===== config.mk =====
export PLATFORM = sky130hd
export DESIGN_NAME = fp_div
export DESIGN_NICKNAME = d
export VERILOG_FILES = /design/src/rtl/fp_div.sv
export SDC_FILE = /design/constraint.sdc
export NUM_CORES = 1
export LEC_CHECK = 0
export BUFFER_PORTS_ARGS = -buffer_cell sky130_fd_sc_hd__buf_2
export CAP_MARGIN = 20
export CORE_MARGIN = 2
export CORE_UTILIZATION = 50
export CTS_CLUSTER_DIAMETER = 120
export DETAILED_ROUTE_END_ITERATION = 6
export GPL_ROUTABILITY_DRIVEN = 0
export GPL_TIMING_DRIVEN = 1
export PLACE_DENSITY = 0.69
export SYNTH_ARGS = -nofsm -noshare
export SYNTH_HDL_FRONTEND = slang
export SYNTH_SLANG_ARGS = --single-unit

===== constraint.sdc =====
create_clock -name clk -period 16 [get_ports clk]
set_input_delay 0.8 -clock clk [delete_from_list [all_inputs] [get_ports clk]]
set_output_delay 0.8 -clock clk [all_outputs]
set_load 0.02 [all_outputs]

===== src/rtl/fp_div.sv =====
// Multi-cycle IEEE-754 divider: unpack, restoring shift-subtract divide, round, pack.
// Define FP_DIV_RNE_EN for round-to-nearest-even; default build truncates toward zero.
module fp_div #(
  parameter int PRECISION = 32,
  parameter int EXPONENT  = 8,
  parameter int FRACTION  = 23
) (
  input  logic                 clk,
  input  logic                 reset,
  input  logic                 start,
  input  logic [PRECISION-1:0] a_operand,
  input  logic [PRECISION-1:0] b_operand,
  output logic                 busy,
  output logic                 done,
  output logic [PRECISION-1:0] result
);

  localparam int EW = EXPONENT + 2;
  localparam int MW = FRACTION + 1;
  localparam int RW = FRACTION + 2;
  localparam int QW = FRACTION + 3;
  localparam int CW = $clog2(QW) + 1;

  localparam logic signed [EW-1:0] BIAS    = EW'((1 << (EXPONENT - 1)) - 1);
  localparam logic signed [EW-1:0] EXP_MAX = EW'((1 << EXPONENT) - 1);
  localparam logic [CW-1:0]        LAST_IT = CW'(QW - 1);

  localparam logic [1:0] CLS_NORM = 2'd0;
  localparam logic [1:0] CLS_NAN  = 2'd1;
  localparam logic [1:0] CLS_INF  = 2'd2;
  localparam logic [1:0] CLS_ZERO = 2'd3;

`ifdef FP_DIV_RNE_EN
  localparam logic RNE = 1'b1;
`else
  localparam logic RNE = 1'b0;
`endif

  typedef enum logic [2:0] {
    IDLE   = 3'd0,
    UNPACK = 3'd1,
    DIVIDE = 3'd2,
    ROUND  = 3'd3,
    DONE   = 3'd4
  } state_t;

  state_t state, state_next;

  logic [PRECISION-1:0]  a_reg, b_reg;
  logic                  sign;
  logic signed [EW-1:0]  exp;
  logic [MW-1:0]         mb;
  logic [RW-1:0]         rem;
  logic [QW-1:0]         quo;
  logic                  sticky;
  logic [1:0]            cls;
  logic [CW-1:0]         count;

  // Operand field decode and special-case classification
  logic [EXPONENT-1:0] ea, eb;
  logic [FRACTION-1:0] fa, fb;
  logic a_zero, b_zero, a_nan, b_nan, a_inf, b_inf;
  logic [1:0] cls_in;

  always_comb begin
    ea     = a_reg[PRECISION-2 -: EXPONENT];
    eb     = b_reg[PRECISION-2 -: EXPONENT];
    fa     = a_reg[FRACTION-1:0];
    fb     = b_reg[FRACTION-1:0];
    // Denormals have a zero exponent field and are flushed to zero here.
    a_zero = (ea == {EXPONENT{1'b0}});
    b_zero = (eb == {EXPONENT{1'b0}});
    a_nan  = (&ea) & (|fa);
    b_nan  = (&eb) & (|fb);
    a_inf  = (&ea) & ~(|fa);
    b_inf  = (&eb) & ~(|fb);
    if (a_nan || b_nan || (a_zero && b_zero) || (a_inf && b_inf)) begin
      cls_in = CLS_NAN;
    end else if ((b_zero && !a_zero) || (a_inf && !b_inf)) begin
      cls_in = CLS_INF;
    end else if ((a_zero && !b_zero) || (b_inf && !a_inf)) begin
      cls_in = CLS_ZERO;
    end else begin
      cls_in = CLS_NORM;
    end
  end

  // One restoring shift-subtract step
  logic [RW:0]   diff;
  logic          ge;
  logic [RW-1:0] rem_next;

  always_comb begin
    diff     = {1'b0, rem} - {2'b00, mb};
    ge       = ~diff[RW];
    if (ge) begin
      rem_next = diff[RW-1:0];
    end else begin
      rem_next = rem;
    end
  end

  // Normalize, round, detect exponent range and pack the final word
  logic [QW-1:0]         norm_q;
  logic signed [EW-1:0]  exp_n, exp_r;
  logic                  round_up;
  logic [MW:0]           mant_sum;
  logic [FRACTION-1:0]   frac;
  logic [PRECISION-1:0]  packed_res;

  always_comb begin
    if (quo[QW-1]) begin
      norm_q = quo;
      exp_n  = exp;
    end else begin
      norm_q = {quo[QW-2:0], 1'b0};
      exp_n  = exp - EW'(1);
    end
    // Guard is norm_q[1]; anything below it, or left in the remainder, is sticky.
    round_up = RNE & norm_q[1] & (norm_q[0] | sticky | norm_q[2]);
    mant_sum = {1'b0, norm_q[QW-1:2]} + {{MW{1'b0}}, round_up};
    if (mant_sum[MW]) begin
      frac  = mant_sum[FRACTION:1];
      exp_r = exp_n + EW'(1);
    end else begin
      frac  = mant_sum[FRACTION-1:0];
      exp_r = exp_n;
    end
    case (cls)
      CLS_NAN:  packed_res = {1'b0, {EXPONENT{1'b1}}, 1'b1, {(FRACTION-1){1'b0}}};
      CLS_INF:  packed_res = {sign, {EXPONENT{1'b1}}, {FRACTION{1'b0}}};
      CLS_ZERO: packed_res = {sign, {(PRECISION-1){1'b0}}};
      default: begin
        if (exp_r >= EXP_MAX) begin
          packed_res = {sign, {EXPONENT{1'b1}}, {FRACTION{1'b0}}};
        end else if (exp_r <= EW'(0)) begin
          packed_res = {sign, {(PRECISION-1){1'b0}}};
        end else begin
          packed_res = {sign, exp_r[EXPONENT-1:0], frac};
        end
      end
    endcase
  end

  // State register
  always_ff @(posedge clk or posedge reset) begin
    if (reset) begin
      state <= IDLE;
    end else begin
      state <= state_next;
    end
  end

  // Next-state logic
  always_comb begin
    state_next = state;
    case (state)
      IDLE: begin
        if (start) begin
          state_next = UNPACK;
        end else begin
          state_next = IDLE;
        end
      end
      UNPACK: state_next = DIVIDE;
      DIVIDE: begin
        if (count == LAST_IT) begin
          state_next = ROUND;
        end else begin
          state_next = DIVIDE;
        end
      end
      ROUND:   state_next = DONE;
      DONE:    state_next = IDLE;
      default: state_next = IDLE;
    endcase
  end

  // Datapath and registered outputs
  always_ff @(posedge clk or posedge reset) begin
    if (reset) begin
      a_reg  <= {PRECISION{1'b0}};
      b_reg  <= {PRECISION{1'b0}};
      sign   <= 1'b0;
      exp    <= {EW{1'b0}};
      mb     <= {MW{1'b0}};
      rem    <= {RW{1'b0}};
      quo    <= {QW{1'b0}};
      sticky <= 1'b0;
      cls    <= CLS_NORM;
      count  <= {CW{1'b0}};
      busy   <= 1'b0;
      done   <= 1'b0;
      result <= {PRECISION{1'b0}};
    end else begin
      done <= 1'b0;
      case (state)
        IDLE: begin
          if (start) begin
            a_reg <= a_operand;
            b_reg <= b_operand;
            busy  <= 1'b1;
          end else begin
            busy  <= 1'b0;
          end
        end
        UNPACK: begin
          sign   <= a_reg[PRECISION-1] ^ b_reg[PRECISION-1];
          exp    <= $signed({2'b00, ea}) - $signed({2'b00, eb}) + BIAS;
          mb     <= {1'b1, fb};
          rem    <= {1'b0, 1'b1, fa};
          quo    <= {QW{1'b0}};
          sticky <= 1'b0;
          cls    <= cls_in;
          count  <= {CW{1'b0}};
        end
        DIVIDE: begin
          rem   <= {rem_next[RW-2:0], 1'b0};
          quo   <= {quo[QW-2:0], ge};
          count <= count + CW'(1);
          if (count == LAST_IT) begin
            sticky <= (rem_next != {RW{1'b0}});
          end else begin
            sticky <= sticky;
          end
        end
        ROUND: begin
          result <= packed_res;
          done   <= 1'b1;
          busy   <= 1'b0;
        end
        DONE: begin
          busy <= 1'b0;
        end
        default: begin
          busy <= 1'b0;
        end
      endcase
    end
  end

endmodule


==> results of run 1 <==
-- synth_stat cells (4+ instances only) --
cell type	number
dfrtp_1	195
nand2_1	135
o21ai_0	74
mux2_2	58
inv_1	52
a21oi_1	49
clkbuf_1	46
ha_1	40
nor2_1	37
mux2i_1	26
xnor2_1	26
a22o_1	25
nor4_1	22
a31oi_1	21
o22ai_1	21
nor3_1	20
o21ai_2	20
nand4_1	14
a21o_1	12
xor2_1	12
nand3_1	10
o21a_1	9
buf_2	5
nor2b_1	5
a22oi_1	4
o21bai_1	4
o31ai_1	4
or3_1	4
-- routing by layer --
layer | up-vias | part of all wire | track usage
met5 | - | 0 | 0
met4 | 0 | 0.026 | 0.0728
met3 | 30 | 0.032 | 0.0316
met2 | 142 | 0.49 | 0.360
met1 | 3705 | 0.46 | 0.285
li1 | 3754 | - | -
-- power by group --
group | total [mW] | leakage (nW) | switching, mW | internal, mW
logic | 1.41 | 2.33 | 0.823 | 0.590
registers | 0.859 | 2.43 | 0.170 | 0.689
clock network | 0.435 | 0.299 | 0.210 | 0.226
-- critical path, cell delays in order, from the launching register on --
cell	delay, ns
dfrtp_1	0.41
ha_1	0.38
inv_1	0.12
nor3_1	0.27
inv_1	0.09
o31ai_1	0.33
a211oi_1	0.14
nor2_1	0.62
buf_4	0.31
mux2_2	0.35
a21oi_1	0.13
-- through the flow --
stage          area, µm²  power (mW)  setup WS [ns]
2_1_floorplan      10200        1.95           9.89
3_3_place_gp       10800        2.24          12.91
3_5_place_dp       10800        2.28          12.82
4_1_cts            11400        2.72          12.80
5_1_grt            11400        2.94          12.49
6_report           11400        2.71          12.78
-- cell type report --
type | instances | area [µm²] | area share
sequential | 195 | 4880 | 0.427
multi-input combinational | 705 | 4830 | 0.423
timing repair buffer | 107 | 553 | 0.0484
clock buffer | 17 | 425 | 0.0373
tap | 270 | 338 | 0.0296
inverter | 53 | 206 | 0.0181
clock inverter | 15 | 179 | 0.0157
-- cell families after synthesis --
logic type,share of synthesized area
buf+inv,0.0453
simple gates,0.124
fa+ha+maj,0.0532
mux,0.0899
xor+xnor,0.0328
flops,0.480
compound gates,0.174
-- how the worst max path moves through the flow --
stage / slack (ns) / endpoint / from
3_3_place_gp: 12.91 / rem[2] / rem[18]
3_5_place_dp: 12.82 / rem[2] / rem[18]
4_1_cts: 12.80 / rem[2] / rem[18]
5_1_grt: 12.49 / rem[2] / rem[20]
6_report: 12.78 / rem[2] / rem[18]
2_1_floorplan: 9.89 / a_reg[0] / reset
==> key figures, run 1 <==
Global routing
  • Global-route wire length before repair: 37400 µm
  • Total GRT Usage: 0.214
  • Pin count of the biggest net entering global routing: 118
  • Vias in the first global route: 7573
  • Grt total ovfl: 0
  • Antenna violations before repair: 0

Logic synthesis
  • Area leader, netlist: dfrtp_1
  • Mapped cell area: 0.0102 mm²
  • Post-synth EDFFs: 0
  • Synth top area cells: dfrtp_1 48%, mux2_2 6.4%, nand2_1 5.0%
  • Yosys top cell area share: 0.480
  • Sequential share of the synthesized area: 0.480
  • Synth Instances: 1010
  • Cell variety after synth: 64
  • Synthesized area per cell: 10.1 µm²
  • Yosys reg bits: 195
  • Ys Warns: 0
  • Ys flop type: dfrtp_1
  • Syn_nets: 1119
  • Async S/R FF share, synth: 1.00

Clock network
  • Clk slew on worst S/H paths: 0.07 ns
  • H-tree levels: 4
  • Clock Path Buffers: 2
  • Num CTS Buffers: 17
  • Cts hold-fix bufs: 0
  • CTS sink count: 195
  • Clk Tree Root Cell: clkbuf_16
  • CTS tree: done
  • Worst skew pair latency: 0.44 ns
  • CTS-repair resized insts: 0
  • Post-CTS setup buffer count: 0

Detailed routing
  • DR WL/cell: 16.2 µm
  • Initial DRC Count: 433
  • Vias post-DR: 7631
  • Vias per inst: 5.60
  • Total Wirelength: 22000 µm
  • Post-route ant nets: 0
  • DRC viols: 0
  • Initial DRT Pass Iterations: 5

Setup path
  • RR Startpoint: rem[18]
  • Worst EP required: 16.36 ns
  • Worst R2R Path Depth: 10
  • Worst R2R Setup Slack: 12.78 ns
  • Critical path arrival: 3.58 ns
  • CP Class: flip-flop to flip-flop
  • CP max FO: 11
  • Reg-to-Reg End: rem[2]
  • CP Capture Type: flip-flop
  • Startpoint types: flip-flop

Place
  • Number of port buffers: 100
  • DP HPWL: 15500 µm
  • Placed instance count: 1330

Timing
  • Worst Tran Pin Value: 0.973 ns
  • Slew Limit Fails: 0
  • Hold Violations, Final: 0
  • Max_slew headroom: 0.351
  • Final period util: 0.201
  • Worst Clk Skew: 0.0151 ns
  • FMAX: 310 MHz
  • RSZ-0062 raised after global routing: no
  • # setup viols final: 0
  • Post-layout min period: 3.22 ns
  • Hold slack final: 0.458 ns
  • Final TNS setup: 0 ns

Pwr
  • Pwr dens: 237 mW/mm²
  • Maximum VDD drop: 0.138 mV
  • Lkg Pwr: 5.05 nW

Floorplan
  • Io pins: 101
  • Die X: 147 µm
  • Core area: 0.0201 mm²
  • Die ar.: 0.0215 mm²
  • Row cnt: 52
  • Die Y-Extent: 147 µm
  • Initial Util: 0.505

Finish
  • N_diodes: 0
  • Commonest non-fill, non-tap cell in the layout: dfrtp_1
  • Final std cells w/o fill: 1362
  • Fill cell count: 1755
  • Final #Nets: 1188
  • Share of post-route cells with drive strength above 1: 0.214
  • Synthesis-to-layout area growth: 12.4%
  • Finished Core Util: 0.568
  • Most frequent cells in the layout: 195 x dfrtp_1, 134 x nand2_1, 100 x buf_2, 74 x o21ai_0, 58 x mux2_2

Min path
  • WHS Path Cells: 2
  • Worst Hold Class: flip-flop to flip-flop
  • HP Start: mb[23]
  • WHS Endpoint: mb[23]

Run status
  • Outcome: completed

Run
  • MaxCap Viol Count: 0
(Power assumes the default switching activity.)
==> run 2, diff against run 1 <==
clock period = 3.1 ns   (was 16 ns; I/O delays follow)
==> run 2 against run 1 <==
Net effect:
- largest cell class unchanged
- fmax is 7.6% higher
- sequential power grew to 5.2 times the previous value
- clock skew is 0.0026 ns lower
- non-clock buffer count is 78 higher
- critical path depth stayed put
- sequential share of layout area is 2.9 points lower
- cell count is 5.8% higher
- clock power grew to 5.1 times the previous value
- worst hold slack worse by 0.16 ns
- die area stayed put
- combinational power grew to 5.4 times the previous value
- global-route usage is 1.2 points higher
- critical path type unchanged
- critical endpoint is now result[19]
==> key figures, run 2 (same netlist as run 1, synthesis figures left out) <==
Clock network
  • Clk slew on worst S/H paths: 0.08 ns
  • Num CTS Buffers: 17
  • Worst skew pair latency: 0.44 ns
  • CTS tree: done
  • Clock Path Buffers: 2
  • Clk Tree Root Cell: clkbuf_16
  • H-tree levels: 4
  • CTS sink count: 195

Detailed routing
  • Vias per inst: 5.52
  • Post-route ant nets: 0
  • Initial DRT Pass Iterations: 5
  • DRC viols: 0
  • Total Wirelength: 23600 µm
  • DR WL/cell: 16.4 µm
  • Initial DRC Count: 417
  • Vias post-DR: 7949

Pwr
  • P_sw: 6.36 mW
  • P_int: 7.89 mW
  • Lkg Pwr: 5.41 nW
  • Clock power share: 0.155
  • Maximum VDD drop: 0.657 mV
  • Pwr dens: 1160 mW/mm²
  • Combinational share of power: 0.532
  • Switch share: 0.446
  • Sequential Power Share: 0.313

Setup path
  • Crit-path cells: inv_1 > ha_2 > or4b_4 > or3_4 > nor3_1 > xnor2_1 > o41ai_4 > or3_4 > buf_4 > o21ai_2
  • CP Capture Type: flip-flop
  • Crit-path most repeated cell: or3_4
  • CP max FO: 7
  • Crit path max-delay cell type: or4b_4
  • Worst EP required: 3.46 ns
  • Critical Path Max Stage Delay: 0.50 ns
  • CP Class: flip-flop to flip-flop
  • Critical path arrival: 3.35 ns
  • Startpoint types: flip-flop
  • CP Buf/Inv Count: 2
  • Cell family with most CP delay: simple AND/OR/NAND/NOR gates

Finish
  • Commonest non-fill, non-tap cell in the layout: dfrtp_1
  • FF+latch area: 0.00488 mm²
  • Share of post-route cells with drive strength above 1: 0.216
  • Fill cell count: 1670
  • Design Area, Final: 0.0123 mm²
  • Final #Nets: 1267
  • Area of the multi-input gates: 0.00488 mm²
  • N_diodes: 0
  • Synthesis-to-layout area growth: 20.7%
  • Most frequent cells in the layout: 194 x dfrtp_1, 135 x nand2_1, 100 x buf_2, 74 x o21ai_0, 65 x dlygate4sd3_1

Timing
  • Worst Clk Skew: 0.0126 ns
  • Post-layout min period: 2.99 ns
  • FMAX: 334 MHz
  • Hold Violations, Final: 0
  • Final TNS setup: 0 ns
  • Max_slew headroom: 0.286
  • # setup viols final: 0
  • Final period util: 0.966
  • Worst Tran Pin Value: 1.07 ns
  • Slew Limit Fails: 0
  • RSZ-0062 raised after global routing: no

Global routing
  • Total GRT Usage: 0.226
  • Vias in the first global route: 7957
  • Global-route wire length before repair: 39400 µm
  • Antenna violations before repair: 0
  • Pin count of the biggest net entering global routing: 90
  • Grt total ovfl: 0

Floorplan
  • Row cnt: 52
  • Io pins: 101
  • Die ar.: 0.0215 mm²
  • Core area: 0.0201 mm²
  • Initial Util: 0.505
  • Die Y-Extent: 147 µm
  • Die X: 147 µm

Place
  • DP HPWL: 15700 µm
  • Number of port buffers: 100
  • Post-placement cell area: 0.0109 mm²

Min path
  • Worst Hold Class: primary input to asynchronous set/reset pin

Run status
  • Outcome: completed

Run
  • MaxCap Viol Count: 0
run 2: area by class of cell:
class                   instances  share of cell area
repair buffers                185               0.110
clock inverters                15              0.0146
multi-input cells             706               0.398
well taps                     270              0.0276
clock buffers                  17              0.0347
inverters                      53              0.0165
flip-flops and latches        195               0.398
run 2: layer usage:
layer | GRT usage | part of all wire
met1 | 0.293 | 0.44
met3 | 0.0316 | 0.031
met2 | 0.391 | 0.50
met4 | 0.0777 | 0.029
met5 | 0 | 0
run 2: path summary, 6_finish.rpt:
kind	from	to	slack (ns)	depth (start not counted)
setup / recovery	exp[0]	result[19]	0.11	10
hold / removal	reset	mb[7]	0.30	3
setup reg to reg	exp[0]	result[19]	0.11	10
hold reg to reg	mb[23]	mb[23]	0.47	2
max in group asynchronous	reset	result[25]	1.96	4
min in group clk	start	b_reg[24]	0.45	4
run 2: power by group through the flow:
stage | registers (mW) | clock network, mW | logic, mW
2_1_floorplan | 4.23 | 0 | 5.86
4_1_cts | 4.44 | 2.25 | 7.47
3_5_place_dp | 4.49 | 0 | 7.33
6_report | 4.45 | 2.21 | 7.58
5_1_grt | 4.59 | 2.36 | 8.49
3_3_place_gp | 4.46 | 0 | 7.21
run 2: worst reg2reg max path: cells and delay by family (launching register included):
kind,cells,cell delay [ns]
flops,1,0.45
simple gates,4,1.46
fa+ha+maj,1,0.21
buf+inv,2,0.25
xor+xnor,1,0.23
compound gates,2,0.31
run 2: stage by stage:
step	power (mW)	instances	utilization	setup slack (ns)	hold WS (ns)
3_3_place_gp	11.7	1341	0.543	0.119	0.222
6_report	14.2	1441	0.610	0.106	0.302
5_1_grt	15.4	1441	0.610	0.00343	0.344
2_1_floorplan	10.1	1010	-	0.314	0.272
3_5_place_dp	11.8	1341	0.543	0.0378	0.219
4_1_cts	14.2	1438	0.606	0.0337	0.313
run 2: timing repair:
action | CTS | global route
setup endpoints to repair | 0 | 26
resized for setup | 0 | 8
hold endpoints to repair | 81 | 0
hold buffers | 65 | 0
setup buffers | 0 | 2
==> run 3, diff against run 2 <==
PLACE_DENSITY = unset   (was 0.69)
PLACE_DENSITY_LB_ADDON = 0.25   (was unset)
clock period = 2.4 ns   (was 3.1 ns; I/O delays follow)
==> run 3 against run 2 <==
Net effect:
- global-route usage grew 2.3 points
- cell count grew 7.9%
- sequential share of layout area shrank 4.3 points
- critical path type unchanged
- critical path depth is the same
- fmax grew 14%
- register-to-register slack lost 0.34 ns
- the run now ends with negative setup slack left
- core utilization grew 7.4 points
- final area grew 12%
==> key figures, run 3 (same netlist as run 1, synthesis figures left out) <==
Run status
  • Outcome: finished, violations left
  • Failing checks: negative setup slack

Setup path
  • Worst R2R Path Depth: 10
  • Startpoint types: flip-flop
  • Crit path max-delay cell type: or4b_4
  • Reg-to-Reg End: result[3]
  • Worst EP required: 2.77 ns
  • CP max FO: 20
  • CP Capture Type: flip-flop
  • RR Startpoint: exp[0]
  • Critical Path Max Stage Delay: 0.45 ns
  • Critical path arrival: 3.00 ns
  • Worst R2R Setup Slack: -0.23 ns
  • Crit-path most repeated cell: or3_4
  • CP Class: flip-flop to flip-flop
  • Crit-path cells: inv_4 > ha_4 > or4b_4 > or3_4 > nor3_4 > xnor2_2 > o41ai_2 > or3_4 > buf_12 > o21ai_2

Detailed routing
  • Vias post-DR: 8599
  • DRC viols: 0
  • Total Wirelength: 25800 µm
  • Initial DRT Pass Iterations: 5
  • Initial DRC Count: 544
  • Vias per inst: 5.53
  • Post-route ant nets: 0
  • DR WL/cell: 16.6 µm

Global routing
  • Most Used Layer, Global Route: met2
  • Vias in the first global route: 8805
  • Global-route wire length before repair: 43200 µm
  • GRT met3 Usage: 0.0363
  • Met2 Use GR: 0.442
  • Antenna violations before repair: 0
  • Grt met1 use: 0.310
  • Total GRT Usage: 0.249
  • Grt total ovfl: 0
  • Pin count of the biggest net entering global routing: 75

Floorplan
  • Io pins: 101
  • Die ar.: 0.0215 mm²
  • Die X: 147 µm
  • Initial Util: 0.505
  • Core area: 0.0201 mm²
  • Die Y-Extent: 147 µm
  • Row cnt: 52

Finish
  • N_diodes: 0
  • Most frequent cells in the layout: 195 x dfrtp_1, 121 x buf_4, 107 x nand2_1, 100 x buf_2, 65 x dlygate4sd3_1
  • Commonest non-fill, non-tap cell in the layout: dfrtp_1
  • Share of post-route cells with drive strength above 1: 0.357
  • Design Area, Final: 0.0137 mm²
  • Final #Nets: 1381
  • Final std cells w/o fill: 1555
  • Synthesis-to-layout area growth: 35.3%
  • Fill cell count: 1462

Clock network
  • Clock Path Buffers: 2
  • Num CTS Buffers: 17
  • Clk slew on worst S/H paths: 0.08 ns
  • H-tree levels: 4
  • CTS sink count: 195
  • CTS tree: done
  • Worst skew pair latency: 0.44 ns
  • Clk Tree Root Cell: clkbuf_16

Timing
  • Final period util: 1.10
  • Hold slack final: 0.302 ns
  • Slew Limit Fails: 0
  • Worst Tran Pin Value: 0.780 ns
  • Final WS setup: -0.229 ns
  • RSZ-0062 raised after global routing: yes
  • Max_slew headroom: 0.476
  • Worst Clk Skew: 0.0121 ns
  • Post-layout min period: 2.63 ns
  • Hold Violations, Final: 0
  • FMAX: 380 MHz
  • # setup viols final: 52

Place
  • Placed instance count: 1443
  • Dpl ws: -0.250 ns
  • Number of port buffers: 100
  • Post-placement cell area: 0.0119 mm²
  • DP HPWL: 17300 µm

Pwr
  • P_int: 13.0 mW
  • Maximum VDD drop: 1.06 mV
  • Lkg Pwr: 6.12 nW
  • Clock power share: 0.126
  • Pwr dens: 1670 mW/mm²
  • Switch share: 0.432
  • Combinational share of power: 0.626
  • Total Power: 23.0 mW
  • P_sw: 9.93 mW
  • Sequential Power Share: 0.248

Run
  • MaxCap Viol Count: 0

Min path
  • Worst Hold Class: primary input to asynchronous set/reset pin
[run 3: timing repair]
action,4_1_cts,5_1_grt
endpoints found under the hold margin,84,0
setup buffers,14,4
endpoints found under the setup margin,54,57
pin swaps,32,31
gates cloned,3,0
hold buffers,65,0
gates resized for setup,48,63
[run 3: metrics by stage]
| step | util | setup TNS (ns) |
|---|---|---|
| floorplan | - | -54.69 |
| global placement | 0.594 | -5.88 |
| detailed placement | 0.594 | -8.91 |
| CTS | 0.674 | -8.14 |
| global route | 0.684 | -13.62 |
| finish | 0.684 | -8.11 |
[run 3: critical path, delay by kind of cell, from the launching register on]
| kind | cells | cell delay (ns) |
|---|---|---|
| DFF | 1 | 0.41 |
| xor gates and xnor gates | 1 | 0.15 |
| adders and majority gates | 1 | 0.12 |
| buffers and inverters | 2 | 0.25 |
| and+or+nand+nor | 4 | 1.35 |
| AOI/OAI and AO/OA | 2 | 0.27 |
[run 3: metal layers]
metal / share of wire / up-vias / routed length [µm]
met5: 0 / - / 0
met2: 0.52 / 203 / 13500
li1: - / 4145 / -
met4: 0.025 / 0 / 646
met1: 0.42 / 4209 / 10800
met3: 0.032 / 42 / 830
[run 3: power by group through the flow]
stage                     clock (mW)  sequential, mW  combinational, mW
after CTS                       2.94            5.65               13.6
after global placement             0            5.64               11.8
after floorplan                    0            5.49               8.30
after detailed placement           0            5.68               12.0
after global routing            3.07            5.85               15.8
final                           2.90            5.69               14.4
[run 3: worst max-delay path by stage]
stage	startpoint	to	slack, ns	cells past startpoint
final	exp[0]	result[3]	-0.23	10
after global routing	exp[1]	result[3]	-0.33	10
after global placement	exp[1]	result[4]	-0.17	10
after detailed placement	exp[1]	result[11]	-0.25	10
after floorplan	exp[0]	result[10]	-0.25	11
after CTS	exp[0]	result[3]	-0.23	10
[run 3: layout make-up]
cell class	instances	area, µm²	share of cell area
clock buffers	18	429	0.0312
repair buffers	300	2300	0.168
flip-flops and latches	195	4880	0.355
inverters	53	208	0.0151
clock inverters	14	170	0.0124
well taps	270	338	0.0246
multi-input cells	705	5410	0.394
